<file path="config.mk">
export PLATFORM = sky130hd
export DESIGN_NAME = uart_tx_buffered
export DESIGN_NICKNAME = d
export VERILOG_FILES = /design/src/rtl/uart_pkg.sv /design/src/rtl/sync_fifo.sv /design/src/rtl/uart_tx_buffered.sv
export SDC_FILE = /design/constraint.sdc
export NUM_CORES = 1
export LEC_CHECK = 0
export ABC_AREA = 1
export ABC_CLOCK_PERIOD_IN_PS = 2600
export BUFFER_PORTS_ARGS = -buffer_cell sky130_fd_sc_hd__buf_2
export CAP_MARGIN = 25
export CORE_ASPECT_RATIO = 0.9
export CORE_MARGIN = 8
export CORE_UTILIZATION = 40
export DETAILED_ROUTE_END_ITERATION = 16
export GPL_ROUTABILITY_DRIVEN = 0
export SYNTH_ARGS = -nofsm -noshare
export SYNTH_HDL_FRONTEND = slang
export SYNTH_SLANG_ARGS = --single-unit
</file>
<file path="constraint.sdc">
create_clock -name clk_i -period 2.6 [get_ports clk_i]
set_input_delay 0.52 -clock clk_i [delete_from_list [all_inputs] [get_ports clk_i]]
set_output_delay 0.52 -clock clk_i [all_outputs]
set_load 0.005 [all_outputs]
</file>
<file path="src/rtl/uart_pkg.sv">
// uart_pkg
// Shared types and constants for the UART blocks.
//   tx_state_e    : transmitter FSM states
//   PARITY_*      : encoding of the PARITY parameter (0 none, 1 even, 2 odd)
//   DIV_W         : width of the baud divider (clock cycles per bit)
//   effective_div : maps a raw divider onto cycles per bit (0 and 1 both mean 1)
package uart_pkg;

  localparam int DIV_W = 14;

  localparam int PARITY_NONE = 0;
  localparam int PARITY_EVEN = 1;
  localparam int PARITY_ODD  = 2;

  typedef enum logic [2:0] {
    TX_IDLE,
    TX_START,
    TX_DATA,
    TX_PARITY,
    TX_STOP
  } tx_state_e;

  // A divider of 0 would otherwise underflow the down-counter reload, so it
  // is treated the same as 1.
  function automatic logic [DIV_W-1:0] effective_div(input logic [DIV_W-1:0] div);
    return (div == '0) ? DIV_W'(1) : div;
  endfunction

endpackage

</file>
<file path="src/rtl/sync_fifo.sv">
// sync_fifo
// Single-clock FIFO with extra-MSB pointers. Writes that arrive while full and
// reads that arrive while empty are ignored, so callers may drive push/pop
// without guarding them.
//   clk_i   : clock, rising edge
//   rst_i   : asynchronous active-high reset, empties the FIFO
//   push_i  : write data_i at the tail
//   data_i  : write data
//   pop_i   : drop the head entry
//   data_o  : current head entry (valid when empty_o is low)
//   full_o  : no room for another entry
//   empty_o : no entries stored
//   level_o : number of entries stored, 0..DEPTH
module sync_fifo #(
  parameter int WIDTH = 8,
  parameter int DEPTH = 4
) (
  input  logic                   clk_i,
  input  logic                   rst_i,
  input  logic                   push_i,
  input  logic [WIDTH-1:0]       data_i,
  input  logic                   pop_i,
  output logic [WIDTH-1:0]       data_o,
  output logic                   full_o,
  output logic                   empty_o,
  output logic [$clog2(DEPTH):0] level_o
);

  localparam int AW = $clog2(DEPTH);

  logic [AW:0]      wr_ptr;
  logic [AW:0]      rd_ptr;
  logic [WIDTH-1:0] mem [DEPTH];
  logic             do_push;
  logic             do_pop;

  // Equal low bits with differing wrap bits means the writer is a full lap
  // ahead of the reader.
  assign full_o  = (wr_ptr[AW] != rd_ptr[AW]) && (wr_ptr[AW-1:0] == rd_ptr[AW-1:0]);
  assign empty_o = (wr_ptr == rd_ptr);
  assign level_o = wr_ptr - rd_ptr;
  assign data_o  = mem[rd_ptr[AW-1:0]];

  assign do_push = push_i && !full_o;
  assign do_pop  = pop_i && !empty_o;

  // Pointer update; a simultaneous push and pop move both and keep the level.
  always_ff @(posedge clk_i or posedge rst_i) begin
    if (rst_i) begin
      wr_ptr <= '0;
      rd_ptr <= '0;
    end else begin
      if (do_push) wr_ptr <= wr_ptr + (AW+1)'(1);
      if (do_pop)  rd_ptr <= rd_ptr + (AW+1)'(1);
    end
  end

  // Storage needs no reset: entries are only read after being written.
  always_ff @(posedge clk_i) begin
    if (do_push) mem[wr_ptr[AW-1:0]] <= data_i;
  end

endmodule

</file>
<file path="src/rtl/uart_tx_buffered.sv">
// uart_tx_buffered
// Buffered 8-bit UART transmitter. Bytes are queued through a valid/ready
// handshake and sent as start bit, 8 data bits LSB first, optional parity
// and STOP_BITS stop bits. Frames in the queue are sent back to back.
//   clk_i     : system clock, rising edge
//   rst_i     : asynchronous active-high reset
//   divider_i : clock cycles per bit, sampled at each frame start
//   data_i    : byte to queue
//   valid_i   : data_i is valid; accepted when ready_o is high
//   ready_o   : queue has room
//   tx_o      : registered serial line, idle high
//   busy_o    : queue non-empty or a frame in progress
//   level_o   : queue occupancy
module uart_tx_buffered
  import uart_pkg::*;
#(
  parameter int DEPTH     = 4,
  parameter int STOP_BITS = 1,
  parameter int PARITY    = 0
) (
  input  logic                   clk_i,
  input  logic                   rst_i,
  input  logic [DIV_W-1:0]       divider_i,
  input  logic [7:0]             data_i,
  input  logic                   valid_i,
  output logic                   ready_o,
  output logic                   tx_o,
  output logic                   busy_o,
  output logic [$clog2(DEPTH):0] level_o
);

  // Value stop_cnt holds during the final stop period.
  localparam logic STOP_LAST = (STOP_BITS == 2);

  tx_state_e        state;
  logic [DIV_W-1:0] latched_div;
  logic [DIV_W-1:0] baud_cnt;
  logic [DIV_W-1:0] start_div;
  logic [2:0]       bit_cnt;
  logic [7:0]       shift_reg;
  logic             parity_bit;
  logic             next_parity;
  logic             stop_cnt;

  logic [7:0]       fifo_data;
  logic             fifo_full;
  logic             fifo_empty;
  logic             bit_done;
  logic             frame_end;
  logic             pop;

  sync_fifo #(
    .WIDTH (8),
    .DEPTH (DEPTH)
  ) u_fifo (
    .clk_i   (clk_i),
    .rst_i   (rst_i),
    .push_i  (valid_i),
    .data_i  (data_i),
    .pop_i   (pop),
    .data_o  (fifo_data),
    .full_o  (fifo_full),
    .empty_o (fifo_empty),
    .level_o (level_o)
  );

  assign ready_o = !fifo_full;
  assign busy_o  = (state != TX_IDLE) || !fifo_empty;

  assign bit_done  = (baud_cnt == '0);
  assign frame_end = (state == TX_STOP) && bit_done && (stop_cnt == STOP_LAST);

  // A new frame starts from idle, or straight out of the last stop period so
  // queued bytes leave with no gap. Starting a frame is the only pop.
  assign pop = !fifo_empty && ((state == TX_IDLE) || frame_end);

  assign start_div   = effective_div(divider_i);
  assign next_parity = (PARITY == PARITY_ODD) ? ~^fifo_data : ^fifo_data;

  // Frame sequencer. Every bit lasts latched_div cycles: the baud counter is
  // reloaded with latched_div-1 as a bit begins and the bit ends at zero.
  // tx_o is updated on the same edge the FSM enters a state, so the line
  // always shows the bit of the current state.
  always_ff @(posedge clk_i or posedge rst_i) begin
    if (rst_i) begin
      state       <= TX_IDLE;
      tx_o        <= 1'b1;
      latched_div <= DIV_W'(1);
      baud_cnt    <= '0;
      bit_cnt     <= '0;
      shift_reg   <= '0;
      parity_bit  <= 1'b0;
      stop_cnt    <= 1'b0;
    end else if (pop) begin
      state       <= TX_START;
      tx_o        <= 1'b0;
      latched_div <= start_div;
      baud_cnt    <= start_div - DIV_W'(1);
      shift_reg   <= fifo_data;
      parity_bit  <= next_parity;
      bit_cnt     <= '0;
      stop_cnt    <= 1'b0;
    end else begin
      if (state != TX_IDLE) begin
        baud_cnt <= bit_done ? (latched_div - DIV_W'(1)) : (baud_cnt - DIV_W'(1));
      end
      case (state)
        TX_IDLE: begin
          tx_o <= 1'b1;
        end
        TX_START: begin
          if (bit_done) begin
            state     <= TX_DATA;
            tx_o      <= shift_reg[0];
            shift_reg <= {1'b0, shift_reg[7:1]};
            bit_cnt   <= '0;
          end
        end
        TX_DATA: begin
          if (bit_done) begin
            if (bit_cnt == 3'd7) begin
              if (PARITY != PARITY_NONE) begin
                state <= TX_PARITY;
                tx_o  <= parity_bit;
              end else begin
                state    <= TX_STOP;
                tx_o     <= 1'b1;
                stop_cnt <= 1'b0;
              end
            end else begin
              bit_cnt   <= bit_cnt + 3'd1;
              tx_o      <= shift_reg[0];
              shift_reg <= {1'b0, shift_reg[7:1]};
            end
          end
        end
        TX_PARITY: begin
          if (bit_done) begin
            state    <= TX_STOP;
            tx_o     <= 1'b1;
            stop_cnt <= 1'b0;
          end
        end
        TX_STOP: begin
          if (bit_done) begin
            if (stop_cnt == STOP_LAST) begin
              state <= TX_IDLE;
              tx_o  <= 1'b1;
            end else begin
              stop_cnt <= 1'b1;
            end
          end
        end
        default: begin
          state <= TX_IDLE;
          tx_o  <= 1'b1;
        end
      endcase
    end
  end

endmodule

</file>
### Yosys cells after proc, flatten, opt, wreduce, memory -nomap -nowiden

Memory sizes are Yosys's and may differ from the RTL's.
Cells that the tools add are included.

| cells by class | value |
|---|---|
| $add $sub $neg | 7 |
| eq/ne operators | 16 |
| multiplexer cells | 39 |
| bitwise gates (word level) | 1 |
| reduce and logical (&&, ||, !) cells | 21 |

Operators by type and width:

| kind | count |
|---|---|
| 14-bit 2-to-1 mux | 4 |
| 14-bit by 1-bit subtractor with 14-bit output (second input constant) | 3 |
| 3-bit 2-to-1 mux | 11 |
| 8-bit 2-to-1 mux | 4 |
| 14-bit zero test | 2 |
| 3-bit by 2-bit inequality test with 1-bit output (second input constant) | 7 |
| 8-bit case mux with 2 select lines | 1 |
| 1-bit 2-to-1 mux | 15 |
| 3-bit case mux with 5 select lines | 1 |
| 5-bit AND reduction | 2 |
| 3-bit by 1-bit adder with 3-bit output (second input constant) | 3 |
| 7-bit AND reduction | 1 |
| 3-bit by 2-bit == test with 1-bit output (second input constant) | 2 |
| 3-bit == test (second input constant) | 2 |
| 1-bit logical AND | 6 |
| 3-bit case mux with 2 select lines | 1 |
| 3-bit nonzero test | 2 |
| 1-bit case mux with 4 select lines | 1 |
| 4-bit AND reduction | 1 |
| 4-bit nonzero test | 1 |
| 3-bit by 1-bit == test with 1-bit output (second input constant) | 1 |
| 3-bit == test | 1 |
| 3-bit zero test | 1 |
| 1-bit case mux with 3 select lines | 1 |
| 8 further kinds | 10 |

| word-level totals | value |
|---|---|
| register bits | 50 |
| bits in writable memories | 32 |
| bits of input ports | 25 |
| output and inout port bits | 6 |
| word-level logic and storage cells | 94 |
| memories kept | 1 |

Memory list:

| memory | words | width | read ports | clocked after Yosys merged registers in | write ports | RTL line | text |
|---|---|---|---|---|---|---|---|
| u_fifo.mem | 4 | 8 | 1 | 0 | 1 | sync_fifo.sv:33 | `logic [WIDTH-1:0] mem [DEPTH];` |

### Longest topological paths before layout

Gate-level depths: netlist of the first run.

| depth | value |
|---|---|
| depth after elaboration | 7 |
| gate-level depth with buffers | 19 |
| depth with buffers taken out | 17 |

### Cells and area by module

A second synthesis of the first run with hierarchy kept.

| unflattened totals | value |
|---|---|
| cells, all modules | 499 |
| area total of the unflattened synthesis | 4285.4 um^2 |

Modules (own cells, without submodules):

| module | times used | cells an instance | area an instance (um^2) | sequential area each (um^2) |
|---|---|---|---|---|
| uart_tx_buffered | 1 | 357 | 2588.7 | 1078.5 |
| sync_fifo | 1 | 142 | 1696.6 | 1111.1 |

### Worst setup path before layout of the first run

OpenSTA, ideal clock, no wires.

| timing | value |
|---|---|
| path type | reg-to-reg |
| start | register u_fifo.rd_ptr[1] |
| end | register baud_cnt[12] |
| library setup time | 0.117 ns |
| data arrival time | 2.534 ns |
| required time | 2.483 ns |
| setup slack | -0.051 ns |
| cell stages (with the launch flop) | 18 |
| path buffers | 2 |
| period minus slack after synthesis | 2.651 ns |
| cells stage by stage | dfrtp_1 > clkbuf_1 > clkinv_1 > ha_1 > nand2_1 > inv_1 > a21oi_2 > nand2_2 > buf_6 > o21ai_0 > nand2_1 > inv_2 > ha_1 > nand3_2 > nor2_4 > nand3b_1 > nand3_1 > nand2_1 |

| between the ends | value |
|---|---|
| word-level cells in the longest chain between the ends | 4 |
| elaborated cells between the ends (all ways) | 5 |
| those cells by class | eq/ne: 1; mux: 1; reduce/logical: 3 |

RTL lines:

| item | RTL line | text |
|---|---|---|
| start: declaration | sync_fifo.sv:32 | `logic [AW:0] rd_ptr;` |
| start signal: assignment | sync_fifo.sv:54 | `if (do_pop) rd_ptr <= rd_ptr + (AW+1)'(1);` |
| 3-bit == test (*) | sync_fifo.sv:40 | `assign empty_o = (wr_ptr == rd_ptr);` |
| 1-bit zero test (*) | uart_tx_buffered.sv:75 | `assign pop = !fifo_empty && ((state == TX_IDLE) \|\| frame_end);` |
| 1-bit logical AND (*) | uart_tx_buffered.sv:75 |  |
| 14-bit 2-to-1 mux or 2-bit nonzero test (tied branches) | n/a |  |
| end signal: assignment | uart_tx_buffered.sv:98 | `baud_cnt <= start_div - DIV_W'(1);` |
| end signal: assignment | uart_tx_buffered.sv:105 | `baud_cnt <= bit_done ? (latched_div - DIV_W'(1)) : (baud_cnt - DIV_W'(1));` |
| end: declaration | uart_tx_buffered.sv:37 | `logic [DIV_W-1:0] baud_cnt;` |

Every way passes the cells marked *; elsewhere a longest branch is shown, timed or not.
A chain may end at the register's enable or synchronous reset.

### Final worst setup path of the first run

| timing | value |
|---|---|
| start | register u_fifo.wr_ptr[0] |
| end | register baud_cnt[10] |

| between the ends | value |
|---|---|
| word-level cells in the longest chain between the ends | 4 |
| elaborated cells between the ends (all ways) | 5 |
| those cells by class | eq/ne: 1; mux: 1; reduce/logical: 3 |

RTL lines:

| item | RTL line | text |
|---|---|---|
| start: declaration | sync_fifo.sv:31 | `logic [AW:0] wr_ptr;` |
| start signal: assignment | sync_fifo.sv:53 | `if (do_push) wr_ptr <= wr_ptr + (AW+1)'(1);` |
| 3-bit == test (*) | sync_fifo.sv:40 |  |
| 1-bit zero test (*) | uart_tx_buffered.sv:75 |  |
| 1-bit logical AND (*) | uart_tx_buffered.sv:75 |  |
| 14-bit 2-to-1 mux or 2-bit nonzero test (tied branches) | n/a |  |

Marked as above.

==> results of run 1 <==
## synthesized netlist by cell type (3+ instances only)
library cell  instances  area, um^2
nand2_1             132         495
nand2_2               8        50.1
xor2_1                5        43.8
o221ai_1              7        61.3
o22ai_1               3        18.8
buf_2                 9        45.0
nand3_1              43         215
a21oi_1              14        70.1
nor2_1               42         158
clkbuf_1              7        26.3
edfxtp_1             32         961
clkinv_1              3        11.3
nor2_4                4        45.0
nand4_1               3        18.8
o21ai_0              24         120
a221o_1               5        50.1
inv_2                 3        11.3
ha_1                 10         125
dfrtp_1              47        1180
nand3b_1              3        22.5
inv_1                53         199
## metal layers
metal | wire length, um | GRT usage, % | vias up
li1 | - | - | 1651
met1 | 4620 | 20.0 | 1521
met2 | 4270 | 22.1 | 68
met3 | 488 | 3.11 | 6
met4 | 81 | 4.65 | 0
met5 | 0 | 0 | -
## cell families after synthesis
group	after synthesis
AND/OR/NAND/NOR	242
flip-flops	81
buffers and inverters	76
AO/OA/AOI/OAI	59
adder cells (fa/ha/maj)	11
XOR/XNOR	8
## per-stage QoR
stage / utilization [%] / setup WS [ns]
CTS: 47.3 / 0.0635
finish: 48.1 / 0.211
global route: 48.1 / 0.0410
global placement: 44.3 / 0.155
detailed placement: 44.3 / 0.0625
floorplan: - / 0.0197
## final timing paths
path / end / cells past startpoint / slack (ns)
worst max register to register: baud_cnt[10] / 15 / 0.21
max in group asynchronous: u_fifo.wr_ptr[0] / 3 / 1.76
worst max-delay path: baud_cnt[10] / 15 / 0.21
min in group clk_i: u_fifo.mem[1][3] / 1 / 0.39
worst min register to register: latched_div[5] / 2 / 0.48
worst min-delay path: shift_reg[7] / 2 / 0.22
## critical path: stages, from the launching register on
cell	delay, ns
dfrtp_1	0.39
inv_2	0.07
ha_1	0.31
nand2_2	0.08
inv_1	0.07
a21oi_4	0.25
nand2_4	0.13
o21ai_0	0.09
nand2_1	0.09
inv_2	0.07
ha_2	0.19
nand3_2	0.11
nor2_4	0.17
nand3_1	0.11
nand3_1	0.10
nand2_1	0.05
## layout make-up
| type | count | area share (%) |
|---|---|---|
| Timing Repair Buffer | 54 | 6.91 |
| Sequential cell | 81 | 44.8 |
| Clock inverter | 7 | 1.56 |
| Multi-Input combinational cell | 321 | 34.3 |
| Clock buffer | 9 | 4.61 |
| Inverter | 59 | 4.56 |
| Tap cell | 129 | 3.30 |
## repair_timing
| action | in CTS | in global routing |
|---|---|---|
| buffers inserted | 0 | 6 |
| resized for setup | 0 | 9 |
| setup endpoints to repair | 0 | 10 |
## power by group
part	internal, mW	leakage (nW)	switching [mW]
sequential	1.85	0.894	0.231
combinational	1.24	1.30	2.14
clock	0.684	0.149	0.588
total	3.77	2.34	2.96
==> metrics.yaml, run 1 <==
outcome: "finished, final reports clean"
die_y_um: 113
irDropWorstVdd_mv: 0.756
crit_required_ns: 2.83
reg2reg_from: "u_fifo.wr_ptr[0]"
synth_nets: 513
min_path_type: "in -> async"
fin_area_um2: 4890
finalWirelength_um: 9460
layout_common_cells: "nand2_1, inv_1, dfrtp_1, nand3_1, nor2_1"
die_w_um: 123
clkTransAtPathRegs_ns: 0.07
cts.sinks: 81
synth_edf_count: 32
hold_buffers: 0
power_mw: 6.73
fmax_mhz: 419
path_max_fanout: 7
yosys_most_used_dff: "dfrtp_1"
start_util_pct: 40.7
num_antenna_cells: 0
drtIter0Drc: 184
synth_top_family_by_area: "simple AND/OR/NAND/NOR gates"
yosys.area_share.xor_xnor_pct: 1.87
whs_ns: 0.220
max_cap_viol_count: 0
multiInputGateArea_um2: 1670
finalCriticalPeriod_ns: 2.39
cp-end-kind: "flop"
layout-drive-gt1-share_pct: 19.4
grt_pass1_vias: 3234
setup_viol: 0
finalCritPeriodShare_pct: 91.9
clkLatencyLatePin_ns: 0.34
leakagePower_nw: 2.34
synth-simple-area-share_pct: 25.6
synthArstFlopShare_pct: 60.5
ys_types: 35
avgViaCountPerCell: 4.92
rows: 35
fin_nets: 562
nFillCells: 997
synth.avg_cell_area_um2: 8.68
wl_per_cell_um: 14.3
netlist_instances: 477
largest_register_ff_count: 32
cts_buffer_depth: 2
synthMuxAreaShare_pct: 0
crit_type: "reg -> reg"
drtPass1Iterations: 4
antenna_left: 0
finClkSkew_ns: 0.0107
dieArea_um2: 13900
crit_path_start: "u_fifo.wr_ptr[0]"
final_common_cell: "nand2_1"
synth-compound-area-share_pct: 8.74
cts_made_buffers: 9
synth-seq-cells: 81
timing.slew.headroom_pct: 64.5
hpwl_um: 6690
synth_seq_area_share_pct: 52.9
synthesis.area_um2: 4140
port_buffers: 30
tightestPinTransition_ns: 0.532
synthAdderAreaFrac_pct: 3.51
cts_root_buf: "clkbuf_16"
dp.cells: 637
grt_usage_pct: 14.5
grt_max_degree: 25
drv_slew: 0
arrival_ns: 2.62
htreeDepth: 3
num_io_pins: 31
area_growth_syn_to_layout_pct: 18.1
rsz0062_at_grt: "no"
hold_violations: 0
vias: 3246
antenna_found_initial: 0
final-seq-area_um2: 2190
final_cells: 660
overflow: 0
grt_pass1_wl_um: 15700
setup_tns_ns: 0
cts_tree: "built"
drcViolationCount: 0
core_area_um2: 10200
critPathLaunchType: "flop"
yosysWarningCount: 0
power_density_nw_per_um2: 1380
placed_area_um2: 4500
Note: power is estimated with default switching activity, not from simulation.
==> inputs of run 2 (changes only) <==
- ABC_CLOCK_PERIOD_IN_PS: 2600 -> 2900
- clock period: 2.6 -> 2.9 ns (I/O delays scaled with it)
==> metrics.yaml, run 2 (synthesis gave the netlist of run 1 again) <==
arrival_ns: 2.79
num_antenna_cells: 0
cts_buffer_depth: 2
hpwl_um: 6740
setup_viol: 0
drcViolationCount: 0
tightestPinTransition_ns: 0.475
dieArea_um2: 13900
crit_required_ns: 3.13
crit_buf_inv: 3
fin_nets: 552
rrSetupSlack_ns: 0.34
num_io_pins: 31
die_w_um: 123
clkLatencyLatePin_ns: 0.34
cp_top_family: "simple AND/OR/NAND/NOR gates"
layout-drive-gt1-share_pct: 16.5
multiInputGateArea_um2: 1650
r2r-end: "baud_cnt[10]"
fmax_mhz: 390
cts_made_buffers: 9
worstPathCellList: "inv_1 > ha_1 > nand2_1 > inv_1 > a21oi_2 > nand2_2 > o21ai_0 > nand2_1 > inv_2 > ha_1 > nand3_2 > nor2_4 > nand3_1 > nand3_1 > nand2_1"
drv_slew: 0
fin_util_pct: 47.2
die_y_um: 113
power_mw: 5.88
cts_root_buf: "clkbuf_16"
setup_tns_ns: 0
cts.sinks: 81
finalCriticalPeriod_ns: 2.56
rows: 35
area_growth_syn_to_layout_pct: 15.7
cts_tree: "built"
crit_type: "reg -> reg"
finalWirelength_um: 9370
min_path_type: "in -> async"
clkTransAtPathRegs_ns: 0.07
hold_violations: 0
finClkSkew_ns: 0.00857
drtPass1Iterations: 4
slowest_stage: "dfrtp_1"
cts_setup_buffers: 0
vias: 3223
whs_ns: 0.222
grt_usage_pct: 14.1
final-seq-area_um2: 2190
reg2reg_depth: 15
path_max_fanout: 18
grt_pass1_vias: 3150
cp_slowest_stage_delay_ns: 0.40
wl_per_cell_um: 14.4
hold_buffers: 0
start_util_pct: 40.7
drtIter0Drc: 191
timing.slew.headroom_pct: 68.1
core_area_um2: 10200
outcome: "finished, final reports clean"
leakagePower_nw: 2.30
antenna_found_initial: 0
nFillCells: 958
irDropWorstVdd_mv: 0.768
layout_common_cells: "nand2_1, inv_1, dfrtp_1, nand3_1, nor2_1"
placed_area_um2: 4480
finalCritPeriodShare_pct: 88.4
fin_area_um2: 4790
port_buffers: 30
avgViaCountPerCell: 4.96
final_common_cell: "nand2_1"
cp-end-kind: "flop"
cts_resized: 0
largest_register_ff_count: 32
grt_pass1_wl_um: 15500
rsz0062_at_grt: "no"
htreeDepth: 3
max_cap_viol_count: 0
reg2reg_from: "u_fifo.wr_ptr[0]"
cp_common_cell: "nand2_1"
grt_max_degree: 32
overflow: 0
antenna_left: 0
power_density_nw_per_um2: 1230
critPathLaunchType: "flop"
==> run 2: cell count changes in the layout (fill, tap and decap cells not counted), sizes merged <==
| cell | change |
|---|---|
| nand2 | -1 |
| buf | -9 |
| clkinv | -1 |
| bufinv | +1 |
==> run 2: per-stage QoR <==
stage,cells,setup slack [ns]
final,650,0.338
after global routing,650,0.0408
after CTS,650,0.331
after detailed placement,634,0.357
after global placement,634,0.399
after floorplan,477,0.249
==> run 2: worst max-delay path by stage <==
stage / startpoint / to / slack [ns] / depth (start not counted)
floorplan: u_fifo.rd_ptr[1] / baud_cnt[12] / 0.25 / 17
global placement: u_fifo.wr_ptr[0] / baud_cnt[8] / 0.40 / 15
detailed placement: u_fifo.wr_ptr[0] / baud_cnt[8] / 0.36 / 15
CTS: u_fifo.wr_ptr[0] / baud_cnt[8] / 0.33 / 15
global route: u_fifo.wr_ptr[0] / baud_cnt[10] / 0.04 / 16
finish: u_fifo.wr_ptr[0] / baud_cnt[10] / 0.34 / 15
==> run 2: cell type report <==
cell class              count  area share, %
clock buffers               9           4.70
inverters                  59           4.62
flip-flops and latches     81           45.7
multi-input cells         320           34.3
clock inverters             7           1.78
well taps                 129           3.37
repair buffers             45           5.48
==> run 2: power by group <==
group	total (mW)	leakage (nW)	internal (mW)	switching, mW
clock network	1.18	0.154	0.688	0.493
registers	1.87	0.894	1.66	0.213
logic	2.83	1.25	0.970	1.86
==> run 2: routing by layer <==
layer | vias to the layer above | global-route usage (%) | part of all wire [%]
met3 | 9 | 2.66 | 4.7
met1 | 1509 | 19.7 | 49
li1 | 1638 | - | -
met5 | - | 0 | 0
met2 | 67 | 21.4 | 45
met4 | 0 | 4.65 | 1.4
==> inputs of run 3 (changes only) <==
- BUFFER_PORTS_ARGS: -buffer_cell sky130_fd_sc_hd__buf_2 -> default
- CELL_PAD_IN_SITES_DETAIL_PLACEMENT: default -> 2
- CELL_PAD_IN_SITES_GLOBAL_PLACEMENT: default -> 2
- DONT_BUFFER_PORTS: default -> 1
- PLACE_DENSITY_LB_ADDON: default -> 0.1
==> metrics.yaml, run 3 (synthesis gave the netlist of run 1 again) <==
outcome: "finished, final reports clean"
drtPass1Iterations: 4
clkLatencyLatePin_ns: 0.34
wl_per_cell_um: 20.3
wirelength_met1_um: 5820
cts.sinks: 81
grt_usage_pct: 19.4
drv_slew: 0
tightestPinTransition_ns: 0.704
finalCritPeriodShare_pct: 91.7
hold_buffers: 0
slowest_stage: "dfrtp_1"
area_growth_syn_to_layout_pct: 12.5
antenna_found_initial: 0
antenna_left: 0
grt_pass1_vias: 3706
dp.cells: 606
htreeDepth: 3
crit_type: "reg -> reg"
fin_nets: 524
die_y_um: 113
hold_violations: 0
core_area_um2: 10200
cts_setup_buffers: 0
cp-end-kind: "flop"
power_density_nw_per_um2: 1300
grt_max_degree: 50
num_antenna_cells: 0
leakagePower_nw: 2.19
avgViaCountPerCell: 5.34
drcViolationCount: 0
critPathLaunchType: "flop"
arrival_ns: 2.94
wl_met3_um: 518
vias: 3320
wl_met2_um: 6150
hpwl_um: 9310
min_path_type: "in -> async"
final_common_cell: "nand2_1"
path_max_fanout: 12
cts_made_buffers: 9
overflow: 0
crit_buf_inv: 4
drtIter0Drc: 156
finClkSkew_ns: 0.00565
grt_pass1_wl_um: 20600
largest_register_ff_count: 32
setup_viol: 0
fmax_mhz: 376
finalCriticalPeriod_ns: 2.66
pre_cts_ws_ns: 0.258
worstPathCellList: "inv_2 > ha_1 > nand2_1 > inv_1 > a21oi_2 > buf_4 > nand3_1 > nand2_1 > inv_1 > ha_1 > nand2_1 > nor2_1 > nand2_1 > xor2_1 > nand2_1 > nand2_1"
start_util_pct: 40.7
dieArea_um2: 13900
finalWirelength_um: 12600
irDropWorstVdd_mv: 0.517
clkTransAtPathRegs_ns: 0.06
layout_common_cells: "nand2_1, inv_1, dfrtp_1, nand3_1, nor2_1"
fin_ws_ns: 0.242
max_cap_viol_count: 0
crit_required_ns: 3.18
rsz0062_at_grt: "no"
cp_slowest_stage_delay_ns: 0.43
cts_buffer_depth: 2
num_io_pins: 31
final-seq-area_um2: 2190
cts_tree: "built"
timing.slew.headroom_pct: 53.0
nFillCells: 1125
cp_top_family: "simple AND/OR/NAND/NOR gates"
die_w_um: 123
setup_tns_ns: 0
top_layer: "met4"
multiInputGateArea_um2: 1650
cts_resized: 0
layout-drive-gt1-share_pct: 11.8
cp_common_cell: "nand2_1"
rows: 35
port_buffers: 0
cts_root_buf: "clkbuf_16"
final_cells: 622
-- run 3: cell types whose count changed in the layout (fill, tap and decap cells not counted), sizes merged --
| cell | change |
|---|---|
| buf | -28 |
| inv | -4 |
| clkbuf | +3 |
| clkinv | +1 |
-- run 3: cell type report --
type                            count  share of cell area, %
Clock inverter                      4                   1.07
Clock buffer                       12                   5.53
Multi-Input combinational cell    320                   35.4
Inverter                           59                   4.75
Tap cell                          129                   3.46
Sequential cell                    81                   47.0
Timing Repair Buffer               17                   2.74
-- run 3: per-layer routing --
layer,vias up,global-route usage (%)
li1,1569,-
met1,1698,25.1
met2,44,32.1
met3,9,3.81
met4,0,5.21
met5,-,0
-- run 3: stage by stage --
stage | hold slack, ns | cell area, um^2 | util (%) | power [mW]
floorplan | 0.443 | 4140 | - | 3.94
detailed placement | 0.462 | 4350 | 42.8 | 4.87
global placement | 0.455 | 4350 | 42.8 | 4.66
CTS | 0.327 | 4650 | 45.8 | 6.12
global route | 0.324 | 4660 | 45.8 | 6.56
finish | 0.305 | 4660 | 45.8 | 6.07
-- run 3: final timing paths --
check / start / endpoint / slack, ns / cells after the start
worst max register to register: u_fifo.wr_ptr[0] / baud_cnt[6] / 0.24 / 16
worst min register to register: latched_div[9] / latched_div[9] / 0.48 / 2
max in group asynchronous: rst_i / latched_div[11] / 2.10 / 2
worst min-delay path: rst_i / latched_div[5] / 0.31 / 2
min in group clk_i: data_i[0] / u_fifo.mem[3][0] / 0.34 / 0
worst max-delay path: u_fifo.wr_ptr[0] / baud_cnt[6] / 0.24 / 16
-- run 3: where the power goes --
part           switching [mW]  internal [mW]  leakage [nW]
sequential              0.246           1.66         0.894
combinational            2.05          0.938          1.15
clock                   0.457          0.721         0.152
